==> config.mk <==
export PLATFORM = sky130hd
export DESIGN_NAME = adam_rst_seq
export DESIGN_NICKNAME = d
export VERILOG_FILES = /design/src/rtl/adam_rst_pkg.sv /design/src/rtl/adam_debounce.sv /design/src/rtl/adam_rst_seq.sv
export SDC_FILE = /design/constraint.sdc
export NUM_CORES = 1
export LEC_CHECK = 0
export CORE_UTILIZATION = 58
export CTS_CLUSTER_SIZE = 16
export DETAILED_ROUTE_END_ITERATION = 12
export GPL_TIMING_DRIVEN = 0
export PLACE_DENSITY = 0.78
export SLEW_MARGIN = 20
export SYNTH_ARGS = -nofsm -noshare
export SYNTH_HDL_FRONTEND = slang
export SYNTH_SLANG_ARGS = --single-unit
==> constraint.sdc <==
create_clock -name clk -period 2.59 [get_ports clk]
set_clock_uncertainty 0.15 [all_clocks]
set_input_delay 0.3885 -clock clk [delete_from_list [all_inputs] [get_ports clk]]
set_output_delay 0.3885 -clock clk [all_outputs]
set_load 0.01 [all_outputs]
==> src/rtl/adam_rst_pkg.sv <==
// rtl/adam_rst_pkg.sv - shared types and helpers for the board reset sequencer
package adam_rst_pkg;

  typedef enum logic [1:0] {
    RC_POR         = 2'd0,
    RC_BTN         = 2'd1,
    RC_BTN_TIMEOUT = 2'd2
  } rst_cause_t;

  typedef enum logic [1:0] {
    HOLD,
    RUN,
    PAUSE
  } rst_state_t;

  // Counter width able to hold param-1 with a spare bit; never below 2 bits.
  function automatic int cnt_width(input int p);
    return $clog2((p < 2) ? 2 : p) + 1;
  endfunction

endpackage

==> src/rtl/adam_debounce.sv <==
// rtl/adam_debounce.sv - pushbutton synchroniser plus stable-level debouncer
module adam_debounce
  import adam_rst_pkg::*;
#(
  parameter int SYNC_STAGES     = 2,
  parameter int DEBOUNCE_CYCLES = 16
) (
  input  logic clk,
  input  logic rst,
  input  logic in,
  output logic out
);

  localparam int CW = cnt_width(DEBOUNCE_CYCLES);
  localparam logic [CW-1:0] CNT_LAST = CW'(DEBOUNCE_CYCLES - 1);

  logic [SYNC_STAGES-1:0] sync_q;
  logic [CW-1:0]          cnt_q;
  logic                   synced;

  assign synced = sync_q[SYNC_STAGES-1];

  always_ff @(posedge clk) begin
    if (rst) begin
      sync_q <= '1;
      cnt_q  <= '0;
      out    <= 1'b1;
    end else begin
      sync_q <= {sync_q[SYNC_STAGES-2:0], in};
      // Any cycle of agreement restarts the stability window.
      if (synced != out) begin
        if (cnt_q == CNT_LAST) begin
          out   <= synced;
          cnt_q <= '0;
        end else begin
          cnt_q <= cnt_q + 1'b1;
        end
      end else begin
        cnt_q <= '0;
      end
    end
  end

endmodule

==> src/rtl/adam_rst_seq.sv <==
// rtl/adam_rst_seq.sv - board reset sequencer: POR/button hold, pause handshake, cause tracking
module adam_rst_seq
  import adam_rst_pkg::*;
#(
  parameter int SYNC_STAGES     = 2,
  parameter int DEBOUNCE_CYCLES = 16,
  parameter int HOLD_CYCLES     = 16,
  parameter int PAUSE_TIMEOUT   = 1024
) (
  input  logic       clk,
  input  logic       rst,
  input  logic       btn_rst_n,
  input  logic       pause_ack,
  output logic       pause_req,
  output logic       rst_out,
  output logic [1:0] rst_cause
);

  localparam int HW = cnt_width(HOLD_CYCLES);
  localparam int TW = cnt_width(PAUSE_TIMEOUT);
  localparam logic [HW-1:0] HOLD_LAST = HW'(HOLD_CYCLES - 1);
  localparam logic [TW-1:0] TO_LAST   = TW'((PAUSE_TIMEOUT > 0) ? PAUSE_TIMEOUT - 1 : 0);

  rst_state_t    state_q, state_d;
  rst_cause_t    cause_q, cause_d;
  logic [HW-1:0] hold_cnt_q, hold_cnt_d;
  logic [TW-1:0] to_cnt_q, to_cnt_d;
  logic          rst_out_d, pause_req_d;
  logic          btn_db;

  adam_debounce #(
    .SYNC_STAGES    (SYNC_STAGES),
    .DEBOUNCE_CYCLES(DEBOUNCE_CYCLES)
  ) u_debounce (
    .clk(clk),
    .rst(rst),
    .in (btn_rst_n),
    .out(btn_db)
  );

  always_ff @(posedge clk) begin
    if (rst) begin
      state_q    <= HOLD;
      cause_q    <= RC_POR;
      hold_cnt_q <= '0;
      to_cnt_q   <= '0;
      rst_out    <= 1'b1;
      pause_req  <= 1'b0;
    end else begin
      state_q    <= state_d;
      cause_q    <= cause_d;
      hold_cnt_q <= hold_cnt_d;
      to_cnt_q   <= to_cnt_d;
      rst_out    <= rst_out_d;
      pause_req  <= pause_req_d;
    end
  end

  assign rst_cause = cause_q;

  always_comb begin
    state_d     = state_q;
    cause_d     = cause_q;
    hold_cnt_d  = hold_cnt_q;
    to_cnt_d    = to_cnt_q;
    rst_out_d   = rst_out;
    pause_req_d = pause_req;
    case (state_q)
      HOLD: begin
        rst_out_d   = 1'b1;
        pause_req_d = 1'b0;
        // The hold stretch only starts counting once the button is released.
        if (!btn_db) begin
          hold_cnt_d = '0;
        end else if (hold_cnt_q == HOLD_LAST) begin
          hold_cnt_d = '0;
          state_d    = RUN;
          rst_out_d  = 1'b0;
        end else begin
          hold_cnt_d = hold_cnt_q + 1'b1;
        end
      end
      RUN: begin
        rst_out_d = 1'b0;
        if (!btn_db) begin
          if (PAUSE_TIMEOUT == 0) begin
            state_d    = HOLD;
            rst_out_d  = 1'b1;
            cause_d    = RC_BTN;
            hold_cnt_d = '0;
          end else begin
            state_d     = PAUSE;
            pause_req_d = 1'b1;
            to_cnt_d    = '0;
          end
        end
      end
      PAUSE: begin
        to_cnt_d = to_cnt_q + 1'b1;
        // Ack is checked first so it wins over a coincident timeout.
        if (pause_ack || (to_cnt_q == TO_LAST)) begin
          state_d     = HOLD;
          rst_out_d   = 1'b1;
          pause_req_d = 1'b0;
          cause_d     = pause_ack ? RC_BTN : RC_BTN_TIMEOUT;
          hold_cnt_d  = '0;
          to_cnt_d    = '0;
        end
      end
      default: begin
        state_d = HOLD;
      end
    endcase
  end

endmodule

==> results.py, run 1 <==
metrics = {
    "drt": {
        "wire_per_inst_um": 12.8,
        "ant_nets": 0,
        "drt-total-wl_mm": 2.60,
        "drt_pass1_iterations": 4,
        "drc_errors": 0,
        "num_vias": 1140,
        "viasPerCell": 5.62,
        "drt_iter0_markers": 25,
    },
    "place": {
        "port_buffers": 7,
        "hpwl_mm": 1.86,
        "gp_congestion": 0.784,
    },
    "synth": {
        "ys_dominant_reg_cell": "dfxtp_1",
        "yosysWarnings": 0,
        "synth_seq_cells": 30,
        "ys_types": 39,
        "avgSynthCellArea_sq_um": 9.17,
        "synth-edff-count": 0,
        "async_reset_ff_share_pct": 0,
        "ys_seq_area_share_pct": 40.9,
        "syn-num-nets": 174,
        "syn_inst": 160,
        "syn-cell-area_sq_um": 1470,
    },
    "timing": {
        "tightestPinTransition_ns": 0.523,
        "slew_headroom_pct": 65.1,
        "fin_crit_ns": 2.35,
        "fin_crit_sh_pct": 90.9,
        "whs_ns": 0.297,
        "fin_setup_tns_ns": 0,
        "finalHoldViolCount": 0,
        "rsz0062_at_grt": "no",
        "final_max_slew_viol_count": 0,
        "fmax_mhz": 425,
        "setup_violations": 0,
    },
    "final_layout": {
        "regArea_sq_um": 601,
        "finalNetCount": 188,
        "multi_input_area_sq_um": 802,
        "drive_gt1_share_pct": 7.43,
        "nFillCells": 181,
        "area_delta_synth_final_pct": 11.3,
        "fin_util_pct": 71.1,
        "layout_commonest_cell": "dfxtp_1",
        "antenna_cells": 0,
        "final_cell_mix": "30 x dfxtp_1, 12 x inv_1, 11 x nand2_1",
    },
    "pwr": {
        "vdd_drop_max_v": 0.000371,
        "p_total_uw": 830,
        "power.density_nw_per_um2": 508,
        "p_leak_nw": 0.589,
    },
    "cts": {
        "path_clk_slew_ns": 0.09,
        "htreeDepth": 2,
        "clock_path_buffers": 2,
        "cts_tree": "done",
        "cts_sinks": 30,
        "hold_buffers": 0,
        "cts_setup_buffers": 0,
        "post_cts_resized": 0,
        "clk_latency_ns": 0.33,
        "cts_root_buffer": "clkbuf_4",
        "cts_buffers": 5,
    },
    "global_route": {
        "grt_pass1_vias": 1076,
        "track_usage_pct": 24.4,
        "antenna_found_initial": 0,
        "grt_overflow": 0,
        "grt_pass1_wl_mm": 4.71,
        "grt_max_degree": 11,
    },
    "die": {
        "die_height_um": 52.3,
        "dieArea_sq_um": 2740,
        "start_util_pct": 63.9,
        "core_area_sq_um": 2300,
        "fp.dieW_um": 52.3,
        "rows": 17,
        "num_io_pins": 8,
    },
    "worst_setup_path": {
        "cp-end-kind": "flop",
        "arrival_ns": 2.43,
        "required_ns": 2.67,
        "cp_max_fo": 7,
        "r2r_start": "state_q[1]",
        "regToRegSetupSlack_ns": 0.24,
        "r2r_cells": 6,
        "r2r_end": "to_cnt_q[6]",
        "crit_type": "flop to flop",
        "cp-start-kind": "flop",
    },
    "min_path": {
        "hold_end": "u_debounce.cnt_q[0]",
        "min_path_type": "flop to flop",
        "whs_path_depth": 1,
        "worstHoldStart": "u_debounce.cnt_q[0]",
    },
    "status": {
        "status": "finished, final reports clean",
    },
    "job": {
        "maxCapViolations": 0,
    },
}
## worst max path at each step
stage | from | end | cells past startpoint
6_report | state_q[1] | to_cnt_q[6] | 6
5_1_grt | state_q[1] | to_cnt_q[6] | 6
2_1_floorplan | state_q[1] | to_cnt_q[10] | 6
3_5_place_dp | state_q[1] | to_cnt_q[6] | 6
3_3_place_gp | state_q[1] | to_cnt_q[6] | 6
4_1_cts | state_q[1] | to_cnt_q[6] | 6
## cell usage after synthesis, drive strengths merged, types with 2 or more instances
| cell | number | area, sq um |
|---|---|---|
| a211o | 2 | 17.5 |
| a211oi | 5 | 37.5 |
| a21oi | 9 | 48.8 |
| a221oi | 2 | 17.5 |
| and3 | 3 | 18.8 |
| and4b | 2 | 20.0 |
| buf | 2 | 8.75 |
| clkbuf | 3 | 11.3 |
| dfxtp | 30 | 601 |
| ha | 10 | 125 |
| inv | 12 | 45.0 |
| mux2i | 3 | 30.0 |
| nand2 | 11 | 41.3 |
| nand2b | 6 | 37.5 |
| nand3 | 3 | 15.0 |
| nand3b | 2 | 15.0 |
| nand4 | 2 | 12.5 |
| nor2 | 9 | 33.8 |
| nor2b | 2 | 20.0 |
| nor3 | 5 | 25.0 |
| o2111ai | 3 | 26.3 |
| o21ai | 6 | 30.0 |
| o32ai | 2 | 17.5 |
| or2 | 2 | 12.5 |
| or3 | 6 | 37.5 |
| xnor2 | 3 | 26.3 |
| xor2 | 6 | 52.6 |
## layout make-up
cell class	count	share of cell area, %
multi-input cells	113	49.1
plain buffers	5	1.23
repair buffers	7	4.29
well taps	28	2.15
flip-flops and latches	30	36.8
clock buffers	7	3.37
inverters	12	2.76
clock inverters	1	0.307
## flip-flops by register name, summed over array words and instances, names as in the netlist
name / cells
to_cnt_q: 11
hold_cnt_q: 5
u_debounce.cnt_q: 5
rst_cause: 2
state_q: 2
u_debounce.sync_q: 2
pause_req: 1
rst_out: 1
u_debounce.out: 1
## metrics by stage
stage | std cells | cell area, sq um | worst slack [ns]
after detailed placement | 195 | 1570 | 0.252
after floorplan | 160 | 1470 | 0.650
after global placement | 195 | 1570 | 0.414
after CTS | 203 | 1630 | 0.227
final | 203 | 1630 | 0.237
after global routing | 203 | 1630 | 0.0625
## worst max-delay path, cell delays in order (launching register included)
cell       delay [ns]
dfxtp_1          0.40
inv_1            0.12
ha_1             0.28
and2b_1          0.33
o2111ai_1        0.28
or3_1            0.39
a211oi_1         0.30
## cell families (layout without fill, tap and decap cells)
group                    after synthesis  in the layout  share of synthesized area, %
XOR/XNOR                               9              9                          5.37
flip-flops                            30             30                          40.9
AND/OR/NAND/NOR                       56             56                          21.2
multiplexers                           3              3                          2.05
adder cells (fa/ha/maj)               10             10                          8.53
AO/OA/AOI/OAI                         35             35                          17.5
buffers and inverters                 17             32                          4.43
## layer usage
metal  global-route usage [%]  up-vias  part of all wire (%)
li1                         -      596                     -
met1                     30.1      514                    49
met2                     37.1       24                    43
met3                     8.70        6                   5.7
met4                     12.3        0                   1.9
met5                        0        -                     0
## power by group
group / internal (mW) / switching [mW] / leakage (nW) / total (mW)
clock: 0.131 / 0.158 / 0.0353 / 0.290
sequential: 0.471 / 0.00946 / 0.243 / 0.481
combinational: 0.0271 / 0.0326 / 0.311 / 0.0598
total: 0.630 / 0.200 / 0.589 / 0.830
Note: power is estimated with default switching activity, not from simulation.
==> run 2, diff against run 1 <==
- CAP_MARGIN: default -> 20
- SLEW_MARGIN: 20 -> default
==> results of run 2 <==
No change in the layout: final DEF, timing and power equal those of run 1.
